### config.mk
export PLATFORM = sky130hd
export DESIGN_NAME = signed_mult_arbiter
export DESIGN_NICKNAME = d
export VERILOG_FILES = /design/src/rtl/signed_mult_arbiter.sv
export SDC_FILE = /design/constraint.sdc
export NUM_CORES = 1
export LEC_CHECK = 0
export CAP_MARGIN = 20
export CORE_UTILIZATION = 59
export DETAILED_ROUTE_END_ITERATION = 12
export PLACE_DENSITY = 0.88
export SYNTH_ARGS = -nofsm -noshare
export SYNTH_HDL_FRONTEND = slang
export SYNTH_SLANG_ARGS = --single-unit
### constraint.sdc
create_clock -name clk -period 14.6 [get_ports clk]
set_clock_uncertainty 0.15 [all_clocks]
set_input_delay 3.65 -clock clk [delete_from_list [all_inputs] [get_ports clk]]
set_output_delay 3.65 -clock clk [all_outputs]
set_load 0.01 [all_outputs]
### src/rtl/signed_mult_arbiter.sv
// Round-robin arbiter that feeds N_REQ requesters into one shared signed AW x BW multiplier.
// Two pipeline stages (operands, product) with valid/ready backpressure and a requester tag.
module signed_mult_arbiter #(
    parameter int unsigned N_REQ = 4,
    parameter int unsigned AW    = 16,
    parameter int unsigned BW    = 8,
    parameter int unsigned IDW   = $clog2(N_REQ)
) (
    input  logic                  clk,
    input  logic                  rst,
    input  logic [N_REQ-1:0]      req,
    input  logic [N_REQ*AW-1:0]   a_bus,
    input  logic [N_REQ*BW-1:0]   b_bus,
    output logic [N_REQ-1:0]      gnt,
    output logic [AW+BW-1:0]      p,
    output logic [IDW-1:0]        p_id,
    output logic                  p_valid,
    input  logic                  p_ready
);

    logic [IDW-1:0]    ptr_q, ptr_d;
    logic              s1_valid_q, s1_valid_d;
    logic [AW-1:0]     s1_a_q, s1_a_d;
    logic [BW-1:0]     s1_b_q, s1_b_d;
    logic [IDW-1:0]    s1_id_q, s1_id_d;
    logic [AW+BW-1:0]  p_q, p_d;
    logic [IDW-1:0]    p_id_q, p_id_d;
    logic              p_valid_q, p_valid_d;

    logic              adv1, adv2;
    logic              found;
    logic [IDW-1:0]    gnt_idx;
    logic [IDW:0]      scan_idx;
    logic [AW-1:0]     sel_a;
    logic [BW-1:0]     sel_b;
    logic signed [AW+BW-1:0] prod;

    assign adv2 = !p_valid_q || p_ready;
    assign adv1 = !s1_valid_q || adv2;

    // Scan from ptr upwards with wrap; first requester found wins.
    always_comb begin
        found    = 1'b0;
        gnt_idx  = '0;
        scan_idx = '0;
        for (int unsigned k = 0; k < N_REQ; k++) begin
            scan_idx = {1'b0, ptr_q} + (IDW+1)'(k);
            if (scan_idx >= (IDW+1)'(N_REQ)) begin
                scan_idx = scan_idx - (IDW+1)'(N_REQ);
            end
            if (!found && req[scan_idx[IDW-1:0]]) begin
                found   = 1'b1;
                gnt_idx = scan_idx[IDW-1:0];
            end
        end
    end

    always_comb begin
        gnt = '0;
        if (found && adv1 && !rst) begin
            gnt[gnt_idx] = 1'b1;
        end
    end

    always_comb begin
        sel_a = '0;
        sel_b = '0;
        for (int unsigned i = 0; i < N_REQ; i++) begin
            if (gnt_idx == IDW'(i)) begin
                sel_a = a_bus[i*AW +: AW];
                sel_b = b_bus[i*BW +: BW];
            end
        end
    end

    // Operands are widened to the full product width first so nothing is truncated.
    assign prod = (AW+BW)'($signed(s1_a_q)) * (AW+BW)'($signed(s1_b_q));

    always_comb begin
        ptr_d      = ptr_q;
        s1_valid_d = s1_valid_q;
        s1_a_d     = s1_a_q;
        s1_b_d     = s1_b_q;
        s1_id_d    = s1_id_q;
        p_d        = p_q;
        p_id_d     = p_id_q;
        p_valid_d  = p_valid_q;

        if (|gnt) begin
            ptr_d = (gnt_idx == IDW'(N_REQ - 1)) ? '0 : gnt_idx + 1'b1;
        end

        if (adv1) begin
            s1_valid_d = |gnt;
            if (|gnt) begin
                s1_a_d  = sel_a;
                s1_b_d  = sel_b;
                s1_id_d = gnt_idx;
            end
        end

        if (adv2) begin
            p_valid_d = s1_valid_q;
            if (s1_valid_q) begin
                p_d    = prod;
                p_id_d = s1_id_q;
            end
        end
    end

    always_ff @(posedge clk or posedge rst) begin
        if (rst) begin
            ptr_q      <= '0;
            s1_valid_q <= 1'b0;
            s1_a_q     <= '0;
            s1_b_q     <= '0;
            s1_id_q    <= '0;
            p_q        <= '0;
            p_id_q     <= '0;
            p_valid_q  <= 1'b0;
        end else begin
            ptr_q      <= ptr_d;
            s1_valid_q <= s1_valid_d;
            s1_a_q     <= s1_a_d;
            s1_b_q     <= s1_b_d;
            s1_id_q    <= s1_id_d;
            p_q        <= p_d;
            p_id_q     <= p_id_d;
            p_valid_q  <= p_valid_d;
        end
    end

    assign p       = p_q;
    assign p_id    = p_id_q;
    assign p_valid = p_valid_q;

endmodule
==> impl_metrics.csv <==
group,metric,value,unit
outcome,status,"finished clean",
synth,ys_warn_count,0,
cts,cts.sinks,56,
placed_design,io_buffers,133,
drt,ant_nets,0,
floorplanning,fp.dieArea,0.0132,mm^2
pwr,p_leak,4.25,nW
worst_hold_path,min_path_cells,2,
sta,tightestPinTransition,0.896,ns
drt,drt_first_pass_iters,5,
critical_path,rr_worst_depth,16,
critical_path,cp_data_arrival_time,6.41,ns
cts,path_clk_slew,0.08,ns
floorplanning,die_w,115,um
critical_path,criticalPathCategory,"in2out",
pwr,seqPwrFrac,15.3,%
critical_path,crit_path_start_kind,"primary input",
synth,synth_nets,1153,
critical_path,r2r-start,"s1_b_q[7]",
drt,viasPerCell,5.43,
cts,h-tree-depth,2,
pwr,combPwrFrac,78.8,%
drt,drt_iter0_markers,378,
sta,fin_tns_setup,0,ns
critical_path,r2r-end,"p[21]",
sta,relSlewSlack,40.3,%
synth,syn_area,0.00752,mm^2
pwr,internal_power,0.000995,W
global_route,grt_max_degree,58,
sta,setup_viol_count_final,0,
finish,diodes,0,
cts,cts_buffers,5,
global_route,grtUsageTotal,28.2,%
job,maxCapViolCount,0,
synth,async_flop_share,100,%
drt,wl_per_cell,14.5,um
pwr,power_density,234,mW/mm^2
worst_hold_path,holdPathEnd,"p[12]",
drt,vias,6353,
cts,cts_tree,"done",
cts,clk_latency,0.30,ns
cts,clockRootBuffer,"clkbuf_16",
floorplanning,start_util,61.5,%
placed_design,place_ws,4.44,ns
critical_path,cp_data_required_time,10.80,ns
global_route,grt_pass1_vias,6463,
cts,cts_buffer_depth,2,
synth,synth-main-ff-cell,"dfrtp_1",
sta,finalCritPeriodShare,69.9,%
sta,rsz0062_at_grt,"no",
finish,fin_nets,1255,
sta,finalHoldViolCount,0,
finish,fillers,921,
sta,timing.final.ws_setup,4.39,ns
sta,period_minus_slack,10.21,ns
sta,fmax,98.0,MHz
floorplanning,die_h,115,um
placed_design,gp_congestion,0.827,
synth,ys_seq_area_share,18.6,%
sta,slew_viol_final,0,
pwr,p_sw_share,53.2,%
global_route,gr-total-overflow,0,
pwr,ir_drop,0.000127,V
critical_path,crit_path_max_fanout,28,
synth,synth.avg_cell_area,8.37,um^2
critical_path,cp-end-kind,"primary output",
floorplanning,io_pins,134,
synth,netlist_instances,898,
global_route,grt_pass1_wl,29.4,mm
cts,post-cts-setup-buffers,0,
drt,drc,0,
placed_design,hpwl,13.6,mm
floorplanning,core,0.0122,mm^2
finish,drive_above_1_share,2.50,%
cts,cts.hold.buffers_added,0,
floorplanning,std_cell_rows,40,
drt,wl,17.0,mm
pwr,p_clk_share,5.9,%
finish,area_growth,20.9,%
global_route,antenna_found_initial,0,
worst_hold_path,hp-class,"reg2reg",
worst_hold_path,hp-start,"p[12]",
synth,synth-seq-cells,56,
synth,synth.distinct_cells,55,
synth,synth_edf_count,0,
critical_path,reg2reg_slack,9.20,ns
pwr,p_sw,0.00113,W
cts,post_cts_resized,0,
[cell type report]
| cell class | count | area [um^2] | area share, % |
|---|---|---|---|
| timing repair buffer | 139 | 1380 | 15.1 |
| tap | 168 | 210 | 2.31 |
| inverter | 143 | 537 | 5.91 |
| clock inverter | 3 | 26.3 | 0.289 |
| sequential | 56 | 1400 | 15.4 |
| clock buffer | 5 | 125 | 1.38 |
| multi-input combinational | 655 | 5410 | 59.5 |
[placed cells by master, fill, tap and decap left out, drive strengths merged, types with 3 or more instances in the layout]
cell type      instances
clkdlybuf4s50        133
dfrtp                 56
a211oi                 6
or3                    5
nor3                   8
a31oi                  3
fa                   103
xnor2                  9
buf                    6
and2                  91
nand2                103
o211ai                 3
nor2                  75
o21a                   7
inv                  145
nor2b                  3
o31ai                  6
nand2b                 7
ha                    49
a21oi                 66
clkbuf                 5
xor2                   5
o21ai                 46
a22oi                 24
nand3                  8
[registers in the layout, summed over array words and instances, names as in the netlist]
signal	flops
s1_a_q	16
s1_valid_q	1
ptr_q	2
p_id	2
s1_b_q	8
s1_id_q	2
p	24
p_valid	1
[metal layers]
| layer | up-vias | GRT usage [%] | routed length [um] |
|---|---|---|---|
| li1 | 3062 | - | - |
| met1 | 2990 | 36.8 | 7060 |
| met2 | 268 | 48.4 | 8230 |
| met3 | 33 | 4.64 | 1270 |
| met4 | 0 | 8.92 | 413 |
| met5 | - | 0 | 0 |
[synth_stat cells (all sizes together), types with 2 or more instances]
cell type	number	area share (%)
inv	143	7.1
fa	103	27
nand2	103	5.2
and2	91	7.6
nor2	75	3.7
a21oi	66	4.4
dfrtp	56	19
ha	49	8.2
o21ai	46	3.1
clkbuf	40	2.0
a22oi	24	2.4
xnor2	9	1.0
nand3	8	0.53
nor3	8	0.53
nand2b	7	0.58
o21a	7	0.70
a211oi	6	0.67
o31ai	6	0.67
or3	5	0.42
xor2	5	0.58
buf	4	0.32
a31oi	3	0.25
nor2b	3	0.25
o211ai	3	0.30
a21o	2	0.20
and3	2	0.18
mux2i	2	0.27
nor4	2	0.37
o21bai	2	0.20
o41ai	2	0.23
[worst max-delay path, stage by stage]
cell	delay, ns
clkdlybuf4s50_1	0.47
mux2i_1	0.16
nor2_1	0.06
nor3_1	0.44
ha_1	0.84
and2_1	0.25
clkdlybuf4s50_1	0.54
[logic make-up after synthesis]
group | share of synthesized area, %
multiplexers | 0.266
adder cells (fa/ha/maj) | 35.6
XOR/XNOR | 1.63
AO/OA/AOI/OAI | 14.5
buffers and inverters | 9.46
AND/OR/NAND/NOR | 19.9
flip-flops | 18.6
[power groups by stage]
stage	Clock, W	Combinational (W)	Sequential [W]
global placement	0	0.00160	0.000323
CTS	0.000127	0.00168	0.000322
global route	0.000133	0.00193	0.000336
floorplan	0	0.00130	0.000286
detailed placement	0	0.00167	0.000326
finish	0.000126	0.00168	0.000325
[metrics by stage]
stage	hold WS [ns]	instance area [um^2]	power, W	utilization [%]	std cells
detailed placement	0.315	8940	0.00200	73.2	1161
floorplan	0.288	7520	0.00159	-	898
global placement	0.300	8940	0.00192	73.2	1161
global route	0.347	9090	0.00240	74.4	1169
finish	0.328	9090	0.00213	74.4	1169
CTS	0.333	9090	0.00213	74.4	1169
[how the worst max path moves through the flow]
stage,startpoint,end,slack (ns),cells past startpoint
global placement,req[0],gnt[1],4.54,7
floorplan,rst,gnt[0],5.43,3
detailed placement,req[0],gnt[1],4.44,7
global route,req[0],gnt[1],4.19,7
finish,req[0],gnt[1],4.39,7
CTS,req[0],gnt[1],4.44,7
(Power assumes the default switching activity.)
